`config.mk`:
```
export PLATFORM = sky130hd
export DESIGN_NAME = multicycle_control_flat
export DESIGN_NICKNAME = d
export VERILOG_FILES = /design/src/rtl/multicycle_control_pkg.sv /design/src/rtl/multicycle_control_if.sv /design/src/rtl/multicycle_ctrl_decode.sv /design/src/rtl/multicycle_control.sv /design/src/flat_wrapper.sv
export SDC_FILE = /design/constraint.sdc
export NUM_CORES = 1
export LEC_CHECK = 0
export ABC_AREA = 1
export CELL_PAD_IN_SITES_DETAIL_PLACEMENT = 2
export CELL_PAD_IN_SITES_GLOBAL_PLACEMENT = 2
export CORE_MARGIN = 5
export CORE_UTILIZATION = 28
export DETAILED_ROUTE_END_ITERATION = 8
export GPL_TIMING_DRIVEN = 0
export PLACE_DENSITY = 0.86
export SLEW_MARGIN = 20
export SYNTH_ARGS = -nofsm -noshare
export SYNTH_HDL_FRONTEND = slang
export SYNTH_SLANG_ARGS = --single-unit
```
`constraint.sdc`:
```
create_clock -name clk_i -period 3.8 [get_ports clk_i]
set_input_delay 0.76 -clock clk_i [delete_from_list [all_inputs] [get_ports clk_i]]
set_output_delay 0.76 -clock clk_i [all_outputs]
set_load 0.01 [all_outputs]
```
`src/rtl/multicycle_control_pkg.sv`:
```
// Shared constants and types for the multicycle MIPS control unit:
// state codes, opcodes, datapath select values and the packed control word.
package mips_ctrl_pkg;

  localparam logic [3:0] S_IDLE    = 4'd0;
  localparam logic [3:0] S_FETCH   = 4'd1;
  localparam logic [3:0] S_DECODE  = 4'd2;
  localparam logic [3:0] S_MEMADDR = 4'd3;
  localparam logic [3:0] S_MEMRD   = 4'd4;
  localparam logic [3:0] S_MEMWB   = 4'd5;
  localparam logic [3:0] S_MEMWR   = 4'd6;
  localparam logic [3:0] S_RTEXEC  = 4'd7;
  localparam logic [3:0] S_RTWB    = 4'd8;
  localparam logic [3:0] S_IMMEXEC = 4'd9;
  localparam logic [3:0] S_IMMWB   = 4'd10;
  localparam logic [3:0] S_BRANCH  = 4'd11;
  localparam logic [3:0] S_JUMP    = 4'd12;

  localparam logic [5:0] OP_RTYPE = 6'b000000;
  localparam logic [5:0] OP_ADDI  = 6'b001000;
  localparam logic [5:0] OP_LW    = 6'b100011;
  localparam logic [5:0] OP_SW    = 6'b101011;
  localparam logic [5:0] OP_BEQ   = 6'b000100;
  localparam logic [5:0] OP_J     = 6'b000010;

  localparam logic [1:0] ALUOP_ADD   = 2'b00;
  localparam logic [1:0] ALUOP_SUB   = 2'b01;
  localparam logic [1:0] ALUOP_FUNCT = 2'b10;

  localparam logic [1:0] SRCB_RT      = 2'b00;
  localparam logic [1:0] SRCB_FOUR    = 2'b01;
  localparam logic [1:0] SRCB_IMM     = 2'b10;
  localparam logic [1:0] SRCB_IMM_SH2 = 2'b11;

  localparam logic [1:0] PCSRC_ALU    = 2'b00;
  localparam logic [1:0] PCSRC_ALUOUT = 2'b01;
  localparam logic [1:0] PCSRC_JUMP   = 2'b10;

  typedef struct packed {
    logic       pc_write;
    logic       pc_write_cond;
    logic       i_or_d;
    logic       mem_read;
    logic       mem_write;
    logic       ir_write;
    logic       mem_to_reg;
    logic       reg_dst;
    logic       reg_write;
    logic       alu_src_a;
    logic [1:0] alu_src_b;
    logic [1:0] alu_op;
    logic [1:0] pc_source;
    logic       illegal;
  } ctrl_t;

  function automatic logic op_supported(input logic [5:0] op);
    return (op == OP_RTYPE) || (op == OP_ADDI) || (op == OP_LW) ||
           (op == OP_SW) || (op == OP_BEQ) || (op == OP_J);
  endfunction

  // States whose exit edge completes an instruction.
  function automatic logic retires(input logic [3:0] st);
    return (st == S_MEMWB) || (st == S_MEMWR) || (st == S_RTWB) ||
           (st == S_IMMWB) || (st == S_BRANCH) || (st == S_JUMP);
  endfunction

endpackage

```
`src/rtl/multicycle_control_if.sv`:
```
// Bundle between the control unit (master) and the datapath (slave):
// start/opcode toward control, selects/strobes/debug back to the datapath.
interface multicycle_control_if #(parameter int RETIRE_W = 32);

  logic                start_i;
  logic [5:0]          Op_i;
  logic                PCWrite_o;
  logic                PCWriteCond_o;
  logic                IorD_o;
  logic                MemRead_o;
  logic                MemWrite_o;
  logic                IRWrite_o;
  logic                MemtoReg_o;
  logic                RegDst_o;
  logic                RegWrite_o;
  logic                ALUSrcA_o;
  logic [1:0]          ALUSrcB_o;
  logic [1:0]          ALUOp_o;
  logic [1:0]          PCSource_o;
  logic                illegal_o;
  logic [3:0]          state_o;
  logic [RETIRE_W-1:0] retired_o;

  modport master (
    input  start_i, Op_i,
    output PCWrite_o, PCWriteCond_o, IorD_o, MemRead_o, MemWrite_o, IRWrite_o,
           MemtoReg_o, RegDst_o, RegWrite_o, ALUSrcA_o, ALUSrcB_o, ALUOp_o,
           PCSource_o, illegal_o, state_o, retired_o
  );

  modport slave (
    output start_i, Op_i,
    input  PCWrite_o, PCWriteCond_o, IorD_o, MemRead_o, MemWrite_o, IRWrite_o,
           MemtoReg_o, RegDst_o, RegWrite_o, ALUSrcA_o, ALUSrcB_o, ALUOp_o,
           PCSource_o, illegal_o, state_o, retired_o
  );

endinterface

```
`src/rtl/multicycle_ctrl_decode.sv`:
```
// Purely combinational Moore decode of the FSM state into datapath controls;
// the opcode only matters in DECODE, where it flags unsupported instructions.
module multicycle_ctrl_decode
  import mips_ctrl_pkg::*;
(
  input  logic [3:0] state,
  input  logic [5:0] op,
  output ctrl_t      ctrl
);

  always_comb begin
    ctrl = '0;
    case (state)
      S_FETCH: begin
        ctrl.mem_read  = 1'b1;
        ctrl.ir_write  = 1'b1;
        ctrl.alu_src_b = SRCB_FOUR;
        ctrl.alu_op    = ALUOP_ADD;
        ctrl.pc_write  = 1'b1;
        ctrl.pc_source = PCSRC_ALU;
      end
      S_DECODE: begin
        ctrl.alu_src_b = SRCB_IMM_SH2;
        ctrl.alu_op    = ALUOP_ADD;
        ctrl.illegal   = !op_supported(op);
      end
      S_MEMADDR, S_IMMEXEC: begin
        ctrl.alu_src_a = 1'b1;
        ctrl.alu_src_b = SRCB_IMM;
        ctrl.alu_op    = ALUOP_ADD;
      end
      S_MEMRD: begin
        ctrl.mem_read = 1'b1;
        ctrl.i_or_d   = 1'b1;
      end
      S_MEMWB: begin
        ctrl.reg_write  = 1'b1;
        ctrl.mem_to_reg = 1'b1;
      end
      S_MEMWR: begin
        ctrl.mem_write = 1'b1;
        ctrl.i_or_d    = 1'b1;
      end
      S_RTEXEC: begin
        ctrl.alu_src_a = 1'b1;
        ctrl.alu_src_b = SRCB_RT;
        ctrl.alu_op    = ALUOP_FUNCT;
      end
      S_RTWB: begin
        ctrl.reg_write = 1'b1;
        ctrl.reg_dst   = 1'b1;
      end
      S_IMMWB: begin
        ctrl.reg_write = 1'b1;
      end
      S_BRANCH: begin
        ctrl.alu_src_a     = 1'b1;
        ctrl.alu_src_b     = SRCB_RT;
        ctrl.alu_op        = ALUOP_SUB;
        ctrl.pc_write_cond = 1'b1;
        ctrl.pc_source     = PCSRC_ALUOUT;
      end
      S_JUMP: begin
        ctrl.pc_write  = 1'b1;
        ctrl.pc_source = PCSRC_JUMP;
      end
      default: ctrl = '0;
    endcase
  end

endmodule

```
`src/rtl/multicycle_control.sv`:
```
// Multicycle MIPS control FSM: state register, next-state sequencing and the
// retired-instruction counter; output decode lives in multicycle_ctrl_decode.
module multicycle_control
  import mips_ctrl_pkg::*;
#(
  parameter int RETIRE_W = 32
) (
  input  logic                  clk_i,
  input  logic                  rst_i,
  multicycle_control_if.master  bus
);

  logic [3:0]          state;
  logic [3:0]          state_next;
  logic [RETIRE_W-1:0] retired;
  ctrl_t               ctrl;

  always_comb begin
    state_next = S_FETCH;
    case (state)
      S_IDLE:   state_next = bus.start_i ? S_FETCH : S_IDLE;
      S_FETCH:  state_next = S_DECODE;
      S_DECODE: begin
        case (bus.Op_i)
          OP_RTYPE:     state_next = S_RTEXEC;
          OP_ADDI:      state_next = S_IMMEXEC;
          OP_LW, OP_SW: state_next = S_MEMADDR;
          OP_BEQ:       state_next = S_BRANCH;
          OP_J:         state_next = S_JUMP;
          default:      state_next = S_FETCH;
        endcase
      end
      // The IR still holds the opcode here, so lw/sw can split without a flag.
      S_MEMADDR: state_next = (bus.Op_i == OP_LW) ? S_MEMRD : S_MEMWR;
      S_MEMRD:   state_next = S_MEMWB;
      S_RTEXEC:  state_next = S_RTWB;
      S_IMMEXEC: state_next = S_IMMWB;
      default:   state_next = S_FETCH;
    endcase
  end

  always_ff @(posedge clk_i or posedge rst_i) begin
    if (rst_i) begin
      state <= S_IDLE;
    end else begin
      state <= state_next;
    end
  end

  always_ff @(posedge clk_i or posedge rst_i) begin
    if (rst_i) begin
      retired <= '0;
    end else if (retires(state)) begin
      retired <= retired + RETIRE_W'(1);
    end
  end

  multicycle_ctrl_decode u_decode (
    .state (state),
    .op    (bus.Op_i),
    .ctrl  (ctrl)
  );

  assign bus.PCWrite_o     = ctrl.pc_write;
  assign bus.PCWriteCond_o = ctrl.pc_write_cond;
  assign bus.IorD_o        = ctrl.i_or_d;
  assign bus.MemRead_o     = ctrl.mem_read;
  assign bus.MemWrite_o    = ctrl.mem_write;
  assign bus.IRWrite_o     = ctrl.ir_write;
  assign bus.MemtoReg_o    = ctrl.mem_to_reg;
  assign bus.RegDst_o      = ctrl.reg_dst;
  assign bus.RegWrite_o    = ctrl.reg_write;
  assign bus.ALUSrcA_o     = ctrl.alu_src_a;
  assign bus.ALUSrcB_o     = ctrl.alu_src_b;
  assign bus.ALUOp_o       = ctrl.alu_op;
  assign bus.PCSource_o    = ctrl.pc_source;
  assign bus.illegal_o     = ctrl.illegal;
  assign bus.state_o       = state;
  assign bus.retired_o     = retired;

endmodule

```
`src/flat_wrapper.sv`:
```
// flat-port wrapper written by rule: the top's interface ports become plain ports
module multicycle_control_flat import mips_ctrl_pkg::*;
#(
  parameter int RETIRE_W = 32
)
  (clk_i, rst_i, bus_start_i, bus_Op_i, bus_PCWrite_o, bus_PCWriteCond_o, bus_IorD_o, bus_MemRead_o, bus_MemWrite_o, bus_IRWrite_o, bus_MemtoReg_o, bus_RegDst_o, bus_RegWrite_o, bus_ALUSrcA_o, bus_ALUSrcB_o, bus_ALUOp_o, bus_PCSource_o, bus_illegal_o, bus_state_o, bus_retired_o);
  multicycle_control_if #(.RETIRE_W(RETIRE_W)) bus_i ();
  input  logic clk_i;
  input  logic rst_i;
  input wire logic [$bits(bus_i.start_i)-1:0] bus_start_i;
  input wire logic [$bits(bus_i.Op_i)-1:0] bus_Op_i;
  output wire logic [$bits(bus_i.PCWrite_o)-1:0] bus_PCWrite_o;
  output wire logic [$bits(bus_i.PCWriteCond_o)-1:0] bus_PCWriteCond_o;
  output wire logic [$bits(bus_i.IorD_o)-1:0] bus_IorD_o;
  output wire logic [$bits(bus_i.MemRead_o)-1:0] bus_MemRead_o;
  output wire logic [$bits(bus_i.MemWrite_o)-1:0] bus_MemWrite_o;
  output wire logic [$bits(bus_i.IRWrite_o)-1:0] bus_IRWrite_o;
  output wire logic [$bits(bus_i.MemtoReg_o)-1:0] bus_MemtoReg_o;
  output wire logic [$bits(bus_i.RegDst_o)-1:0] bus_RegDst_o;
  output wire logic [$bits(bus_i.RegWrite_o)-1:0] bus_RegWrite_o;
  output wire logic [$bits(bus_i.ALUSrcA_o)-1:0] bus_ALUSrcA_o;
  output wire logic [$bits(bus_i.ALUSrcB_o)-1:0] bus_ALUSrcB_o;
  output wire logic [$bits(bus_i.ALUOp_o)-1:0] bus_ALUOp_o;
  output wire logic [$bits(bus_i.PCSource_o)-1:0] bus_PCSource_o;
  output wire logic [$bits(bus_i.illegal_o)-1:0] bus_illegal_o;
  output wire logic [$bits(bus_i.state_o)-1:0] bus_state_o;
  output wire logic [$bits(bus_i.retired_o)-1:0] bus_retired_o;
  assign bus_i.start_i = bus_start_i;
  assign bus_i.Op_i = bus_Op_i;
  assign bus_PCWrite_o = bus_i.PCWrite_o;
  assign bus_PCWriteCond_o = bus_i.PCWriteCond_o;
  assign bus_IorD_o = bus_i.IorD_o;
  assign bus_MemRead_o = bus_i.MemRead_o;
  assign bus_MemWrite_o = bus_i.MemWrite_o;
  assign bus_IRWrite_o = bus_i.IRWrite_o;
  assign bus_MemtoReg_o = bus_i.MemtoReg_o;
  assign bus_RegDst_o = bus_i.RegDst_o;
  assign bus_RegWrite_o = bus_i.RegWrite_o;
  assign bus_ALUSrcA_o = bus_i.ALUSrcA_o;
  assign bus_ALUSrcB_o = bus_i.ALUSrcB_o;
  assign bus_ALUOp_o = bus_i.ALUOp_o;
  assign bus_PCSource_o = bus_i.PCSource_o;
  assign bus_illegal_o = bus_i.illegal_o;
  assign bus_state_o = bus_i.state_o;
  assign bus_retired_o = bus_i.retired_o;
  multicycle_control #(.RETIRE_W(RETIRE_W)) u_core (.clk_i(clk_i), .rst_i(rst_i), .bus(bus_i));
endmodule
```
==> flow_results.org, run 1 <==
** GRT
- Largest net degree at the start of global routing :: 20
- Total global-route track usage :: 0.177
- Initial antenna violation count :: 0
- Global-route wire length before repair :: 16000 um
- Grt total ovfl :: 0
- Via count of the first global-routing pass :: 3162

** Run status
- Status :: complete, no violations

** Clocking
- Post-cts hold buffer count :: 0
- The H-tree generated during clock tree synthesis spans 2 levels.
- Once the clock tree was built, the setup fixing pass inserted 0 buffers.
- The clock drives 36 sinks.
- CTS Buf Count :: 5
- The longest clock path from root to sink contains 2 buffers.
- Clock network latency to the later pin of the worst-skew pair :: 0.30 ns
- Clock-pin slew was measured on the worst setup and hold paths at 0.08 ns.
- CTS placed an instance of sky130_fd_sc_hd__clkbuf_8 at the clock tree root.
- Post-CTS repair changed the size of 0 cells.
- Clock tree from TritonCTS :: yes

** Yosys
- Synthesis handed over a netlist of 401 instances.
- Total nets after synthesis :: 411
- Mean Syn Cell Area :: 6.25 sq um
- After synthesis, the share of flip-flops with an asynchronous set or reset is 1.00.
- Of the synthesized area, sequential elements account for 0.359.
- The synthesized design spends more area on one cell type than any other, namely sky130_fd_sc_hd__dfrtp_1.
- The mapped netlist covers 2510 sq um.
- Synthesis inferred 36 register bits.
- Of the post-synthesis cell area, the dominant cell type holds 0.359.
- For this run, the leading register cell type out of synthesis is sky130_fd_sc_hd__dfrtp_1.
- Number of enable-type register cells in the synthesized netlist :: 0
- For this run, the number of Yosys warnings is 0.
- Ranked by instance count, the synthesized netlist is headed by sky130_fd_sc_hd__nand2_1, sky130_fd_sc_hd__nor2_1, sky130_fd_sc_hd__inv_1.
- Cell variety after synth :: 24
- Top cells by area, synth :: sky130_fd_sc_hd__dfrtp_1, sky130_fd_sc_hd__nand2_1, sky130_fd_sc_hd__nor2_1
- Yosys instantiated no cell more often than sky130_fd_sc_hd__nand2_1.

** STA
- In the final timing run, aggregate negative setup slack is 0 ns.
- The final-report max-slew violation count was 0.
- Min Clock Period, post-route :: 3.23 ns
- Hold Fails Final Rpt :: 0
- Static timing analysis puts the maximum clock frequency at 309 MHz.
- Setup violations remaining at the end of the flow were counted as 0.
- In this run the tightest slew margin relative to its limit is 0.668.
- Clock skew on the completed layout was measured at 0.0131 ns.
- Transition time of the tightest slew-check pin :: 0.498 ns
- Final Worst Setup Slack :: 0.566 ns
- Setup repair after global routing left no endpoint under its margin.
- Post-route fraction of the period consumed by the critical path :: 0.851

** Setup path
- The worst setup path is launched from an input port.
- Critical path type :: in -> out
- The startpoint identified for the worst register-to-register timing path is u_core.bus.retired_o[0]$_DFFE_PP0P_.
- Data required, critical path :: 3.04 ns
- Reg2Reg Depth :: 8
- Worst-path fanout max :: 3
- CP Capture Type :: output port
- Data arrival time of the critical path :: 2.47 ns
- The endpoint identified for the worst register-to-register timing path is u_core.bus.retired_o[22]$_DFFE_PP0P_.
- The setup check on the worst reg-to-reg path leaves a slack of 1.95 ns.

** Routing
- Number of DRC violations after detailed-routing iteration 0 :: 60
- The first TritonRoute pass finished after 4 iterations.
- Vias post-DR :: 2841
- Post-route ant nets :: 0
- For this run, design rule violations remaining after detail routing come to 0.
- In the final routed layout, each cell accounts on average for 16.6 um.
- Number of vias per cell after detailed routing :: 4.91
- Aggregate routed wire length :: 9630 um

** Layout
- Of the cells placed in the final design, the portion with a size suffix greater than 1 is 0.0658.
- Layout overhead on the synthesized area :: 35.1%
- At the end of the flow the core is filled with cells to 0.388.
- The repair_antennas step left the layout with diodes totalling 0.
- Number of fill cells :: 1091
- Layout Cells excl Fill :: 579
- Sequential cell area :: 901 sq um
- In the final layout, the multi-input gates occupy 1400 sq um.
- After the last flow step, the layout net total stands at 480.

** Placement
- Post-place setup slack :: 0.548 ns
- Post-DP HPWL :: 7750 um
- Placed instance count :: 571
- Routability-driven placement finished with a final weighted congestion of 0.816.
- The count of buffers added on input and output ports is 61.

** Floorplanning
- The floorplan step set the die height to 105 um.
- In this run the count of I/O pins placed on the die edge is 62.
- The initial utilization of the core area, before any placement, comes to 0.287.
- Die Footprint :: 10900 sq um
- The region available for standard cell placement spans 8720 sq um.
- Standard-cell rows :: 34
- Measured along the x axis, the die boundary spans 105 um.

** Hold path
- Counting instances, the worst hold path has a depth of 1.
- Worst min path class :: reg -> reg
- The worst hold path begins at u_core.bus.retired_o[0]$_DFFE_PP0P_.
- Hold endpoint :: u_core.bus.retired_o[0]$_DFFE_PP0P_

** Run
- Number of max-cap violations :: 0

** Pwr
- Summing internal, switching and leakage power gives 1470 uW.
- For this design the ratio of total power to cell area is 433 nW/um^2.
- Lkg Pwr :: 0.00149 uW
- The worst-case IR drop observed on VDD is 0.230 mV.
[worst max path at each step]
stage | cells after the start | endpoint | slack, ns | from
CTS | 8 | bus_illegal_o | 0.53 | bus_Op_i[5]
global placement | 8 | bus_illegal_o | 0.58 | bus_Op_i[5]
finish | 8 | bus_illegal_o | 0.57 | bus_Op_i[5]
detailed placement | 8 | bus_illegal_o | 0.55 | bus_Op_i[5]
floorplan | 6 | bus_illegal_o | 1.67 | bus_Op_i[5]
global route | 8 | bus_illegal_o | 0.38 | bus_Op_i[5]
[critical path, stage by stage]
cell                              delay, ns
sky130_fd_sc_hd__clkdlybuf4s50_1       0.44
sky130_fd_sc_hd__nor2_1                0.13
sky130_fd_sc_hd__nand2_1               0.08
sky130_fd_sc_hd__nor2_1                0.17
sky130_fd_sc_hd__inv_1                 0.06
sky130_fd_sc_hd__o21ai_0               0.26
sky130_fd_sc_hd__nor3_1                0.08
sky130_fd_sc_hd__clkdlybuf4s50_1       0.49
[report_power, final]
part / internal, uW / switching, uW
combinational: 267 / 376
clock: 195 / 154
sequential: 420 / 53.5
[layer usage]
| layer | global-route usage | up-vias | share of wire |
|---|---|---|---|
| li1 | - | 1376 | - |
| met1 | 0.215 | 1427 | 0.44 |
| met2 | 0.332 | 32 | 0.53 |
| met3 | 0.0228 | 6 | 0.018 |
| met4 | 0.0356 | 0 | 0.0097 |
| met5 | 0 | - | 0 |
[cell type report]
type | instances | area share
sequential | 36 | 0.266
clock buffer | 6 | 0.0214
multi-input combinational | 316 | 0.412
buffer | 7 | 0.0151
clock inverter | 2 | 0.0103
timing repair buffer | 62 | 0.188
inverter | 42 | 0.0465
tap | 108 | 0.0399
[per-stage QoR]
step / hold slack (ns) / cell area [sq um]
after floorplan: 0.544 / 2510
after global placement: 0.515 / 3250
after detailed placement: 0.527 / 3280
after CTS: 0.538 / 3390
after global routing: 0.597 / 3390
final: 0.533 / 3390
[cells in the final DEF, fill, tap and decap left out, types with 5 or more instances in the layout]
cell type / count
sky130_fd_sc_hd__nand3_1: 26
sky130_fd_sc_hd__nand4_1: 7
sky130_fd_sc_hd__nand3b_1: 9
sky130_fd_sc_hd__nor2_1: 67
sky130_fd_sc_hd__clkdlybuf4s50_1: 61
sky130_fd_sc_hd__clkbuf_8: 5
sky130_fd_sc_hd__dfrtp_1: 36
sky130_fd_sc_hd__xor2_1: 6
sky130_fd_sc_hd__inv_1: 38
sky130_fd_sc_hd__o21ai_0: 8
sky130_fd_sc_hd__nand2_1: 170
[registers in the layout, summed over array words and instances (netlist names)]
| register | flops |
|---|---|
| u_core.bus.retired_o | 32 |
| u_core.bus.state_o | 4 |
[logic make-up (layout without fill, tap and decap cells)]
logic type	Yosys count	after routing	synth area share
xor+xnor	7	7	0.0245
simple gates	294	294	0.497
flops	36	36	0.359
buf+inv	49	119	0.0834
compound gates	14	14	0.0305
fa+ha+maj	1	1	0.00499
Power figures use the tool's default switching activity.
==> run 2: changes to the inputs <==
--- a/config.mk
+++ b/config.mk
@@ -10,6 +10,7 @@
 export CELL_PAD_IN_SITES_GLOBAL_PLACEMENT = 2
 export CORE_MARGIN = 5
 export CORE_UTILIZATION = 28
+export CTS_BUF_LIST = sky130_fd_sc_hd__clkbuf_2 sky130_fd_sc_hd__clkbuf_4 sky130_fd_sc_hd__clkbuf_8
 export DETAILED_ROUTE_END_ITERATION = 8
 export GPL_TIMING_DRIVEN = 0
 export PLACE_DENSITY = 0.86
==> flow_results.org, run 2 (synthesis gave the netlist of run 1 again) <==
** STA
- Setup repair after global routing left no endpoint under its margin.
- Max Clk Rate :: 309 MHz
- Measured against its own limit, the worst slew margin works out to 0.667.
- The number of failing hold endpoints at the final stage was 0.
- Final number of setup-violating endpoints :: 0
- Maximum clock skew at final layout :: 0.0102 ns
- The final-report max-slew violation count is 0.
- At the pin with the least slew margin, the transition time is 0.498 ns.
- Post-route fraction of the period consumed by the critical path :: 0.850
- Summed negative setup slack over all endpoints :: 0 ns
- Worst hold slack across all endpoints :: 0.533 ns
- The smallest clock period supported by the final layout is computed as 3.23 ns.

** Floorplanning
- The floorplan step defined a core boundary enclosing 8720 sq um.
- Standard-cell rows :: 34
- Effective utilization at floorplan :: 0.287
- Die Height :: 105 um
- Die Footprint :: 10900 sq um
- Die outline width :: 105 um
- 62 I/O pins were placed.

** Setup path
- Among cell families on the critical path, the largest total delay comes from buffers and inverters.
- Cell at the slowest stage of the critical path :: sky130_fd_sc_hd__clkdlybuf4s50_1
- Crit path depth :: 8
- Kind of start point of the critical path :: input port
- Max stage delay on crit path :: 0.49 ns
- The critical path goes through clkdlybuf4s50_1 > nor2_1 > nand2_1 > nor2_1 > inv_1 > o21ai_0 > nor3_1 > clkdlybuf4s50_1.
- STA puts the critical path data arrival time at 2.47 ns.
- The worst register-to-register path has a depth of 8.
- Counting both buffers and inverters, the worst setup path holds a total of 3.
- CP Capture Type :: output port
- Along the worst path, the maximum fanout reaches 3.
- Data required, critical path :: 3.04 ns
- The worst setup path is of the in -> out kind.

** GRT
- Total global-route track usage :: 0.178
- Summed over all layers, the global routing overflow is 0.
- Largest net degree at the start of global routing :: 20
- Global-route wire length before repair :: 16100 um
- The initial antenna violation count is 0.
- Via count of the first global-routing pass :: 3161

** Clocking
- The H-tree was split into 2 levels.
- Clock tree synthesis found a total of 36 sinks.
- Post-cts hold buffer count :: 0
- TritonCTS built the clock tree.
- Max Buffers Root-to-Sink :: 2
- Master cell of the clock root buffer :: sky130_fd_sc_hd__clkbuf_8
- CTS Buf Count :: 5
- Clock network latency to the later pin of the worst-skew pair :: 0.30 ns
- After clock tree synthesis, the clock-pin slew on the worst setup and hold paths is 0.08 ns.
- The number of gates resized after CTS was 0.
- Setup Fix Bufs, Post-CTS :: 0

** Routing
- Aggregate routed wire length :: 9650 um
- Vias post-DR :: 2827
- Dividing the detail-routed via count by the number of cells gives 4.88.
- Post-route ant nets :: 0
- 1st-pass router iterations :: 4
- After the first detailed-routing iteration, the DRC count stood at 70.
- Routed wirelength normalized by instance count :: 16.7 um
- After detailed routing, the number of remaining DRC violations is 0.

** Hold path
- Counting instances, the worst hold path has a depth of 1.
- Worst min path class :: reg -> reg

** Layout
- Of the cells placed in the final design, the portion with a size suffix greater than 1 is 0.0679.
- The repair_antennas step left the layout with diodes totalling 0.
- The register with the most flip-flops in the layout has 32 of them.
- Layout Cells excl Fill :: 579
- The net count of the finished layout is 480.
- Most common cell after layout, fill and taps aside :: sky130_fd_sc_hd__nand2_1
- Highest-count cells in the layout ignoring fill and taps :: sky130_fd_sc_hd__nand2_1, sky130_fd_sc_hd__nor2_1, sky130_fd_sc_hd__clkdlybuf4s50_1
- Number of fill cells :: 1076
- Layout overhead on the synthesized area :: 35.3%

** Placement
- During placement, the flow inserted port buffers numbering 61.
- Counting tap cells, the placed design contains a total of 571 instances.
- At the end of routability-driven placement, the weighted congestion stood at 0.816.
- Post-DP HPWL :: 7750 um

** Pwr
- In this run the power density over the cells is 436 nW/um^2.
- Summed over all cells, the static leakage comes to 0.00150 uW.
- VDD sags by at most 0.229 mV.

** Run status
- Status :: complete, no violations

** Run
- Max-cap violations in this run came to 0.
-- run 2: cell count changes in the layout (fill, tap and decap cells not counted) --
cell	delta
sky130_fd_sc_hd__clkbuf_1	-1
sky130_fd_sc_hd__clkbuf_4	+1
-- run 2: power breakdown --
| part | switching [uW] | internal [uW] |
|---|---|---|
| sequential | 52.6 | 420 |
| clock | 160 | 202 |
| combinational | 376 | 267 |
| total | 589 | 889 |
-- run 2: metrics by stage --
stage	worst slack, ns	utilization	power, uW	cell area [sq um]
5_1_grt	0.379	0.389	1580	3390
6_report	0.568	0.389	1480	3390
3_3_place_gp	0.581	0.373	1100	3250
3_5_place_dp	0.548	0.376	1140	3280
2_1_floorplan	1.67	-	800	2510
4_1_cts	0.527	0.389	1500	3390
-- run 2: area by class of cell --
class,count,area (sq um),share of cell area
Sequential cell,36,901,0.266
Tap cell,108,135,0.0399
Inverter,42,158,0.0465
Buffer,7,51.3,0.0151
Multi-Input combinational cell,316,1400,0.412
Clock inverter,2,35.0,0.0103
Clock buffer,6,76.3,0.0225
Timing Repair Buffer,62,638,0.188
-- run 2: worst reg2reg max path, stage by stage, from the launching register on --
cell and delay [ns]:
sky130_fd_sc_hd__dfrtp_1 0.41, sky130_fd_sc_hd__ha_1 0.25, sky130_fd_sc_hd__nand3_1 0.19, sky130_fd_sc_hd__nor2_1 0.19, sky130_fd_sc_hd__nand2_1 0.09, sky130_fd_sc_hd__nor2_2 0.35, sky130_fd_sc_hd__nand3_1 0.13, sky130_fd_sc_hd__nand2_1 0.09
sky130_fd_sc_hd__nand2_1 0.05
-- run 2: path summary, 6_finish.rpt --
| kind | startpoint | endpoint | slack, ns |
|---|---|---|---|
| hold reg to reg | u_core.bus.retired_o[0]$_DFFE_PP0P_ | u_core.bus.retired_o[0]$_DFFE_PP0P_ | 0.53 |
| max in group asynchronous | rst_i | u_core.bus.retired_o[10]$_DFFE_PP0P_ | 2.53 |
| min in group asynchronous | rst_i | u_core.bus.retired_o[16]$_DFFE_PP0P_ | 0.80 |
| setup / recovery | bus_Op_i[5] | bus_illegal_o | 0.57 |
| hold / removal | u_core.bus.retired_o[0]$_DFFE_PP0P_ | u_core.bus.retired_o[0]$_DFFE_PP0P_ | 0.53 |
| setup reg to reg | u_core.bus.retired_o[0]$_DFFE_PP0P_ | u_core.bus.retired_o[22]$_DFFE_PP0P_ | 1.95 |
-- run 2: per-layer routing --
metal / vias up / part of all wire / global-route usage
met5: - / 0 / 0
met4: 0 / 0.0087 / 0.0329
met3: 7 / 0.021 / 0.0228
met2: 38 / 0.54 / 0.338
met1: 1411 / 0.43 / 0.216
li1: 1371 / - / -
==> run 3: changes to the inputs <==
--- a/config.mk
+++ b/config.mk
@@ -10,7 +10,6 @@
 export CELL_PAD_IN_SITES_GLOBAL_PLACEMENT = 2
 export CORE_MARGIN = 5
 export CORE_UTILIZATION = 28
-export CTS_BUF_LIST = sky130_fd_sc_hd__clkbuf_2 sky130_fd_sc_hd__clkbuf_4 sky130_fd_sc_hd__clkbuf_8
 export DETAILED_ROUTE_END_ITERATION = 8
 export GPL_TIMING_DRIVEN = 0
 export PLACE_DENSITY = 0.86
==> results of run 3 <==
Final layout, timing and power as in run 1 (identical DEF).
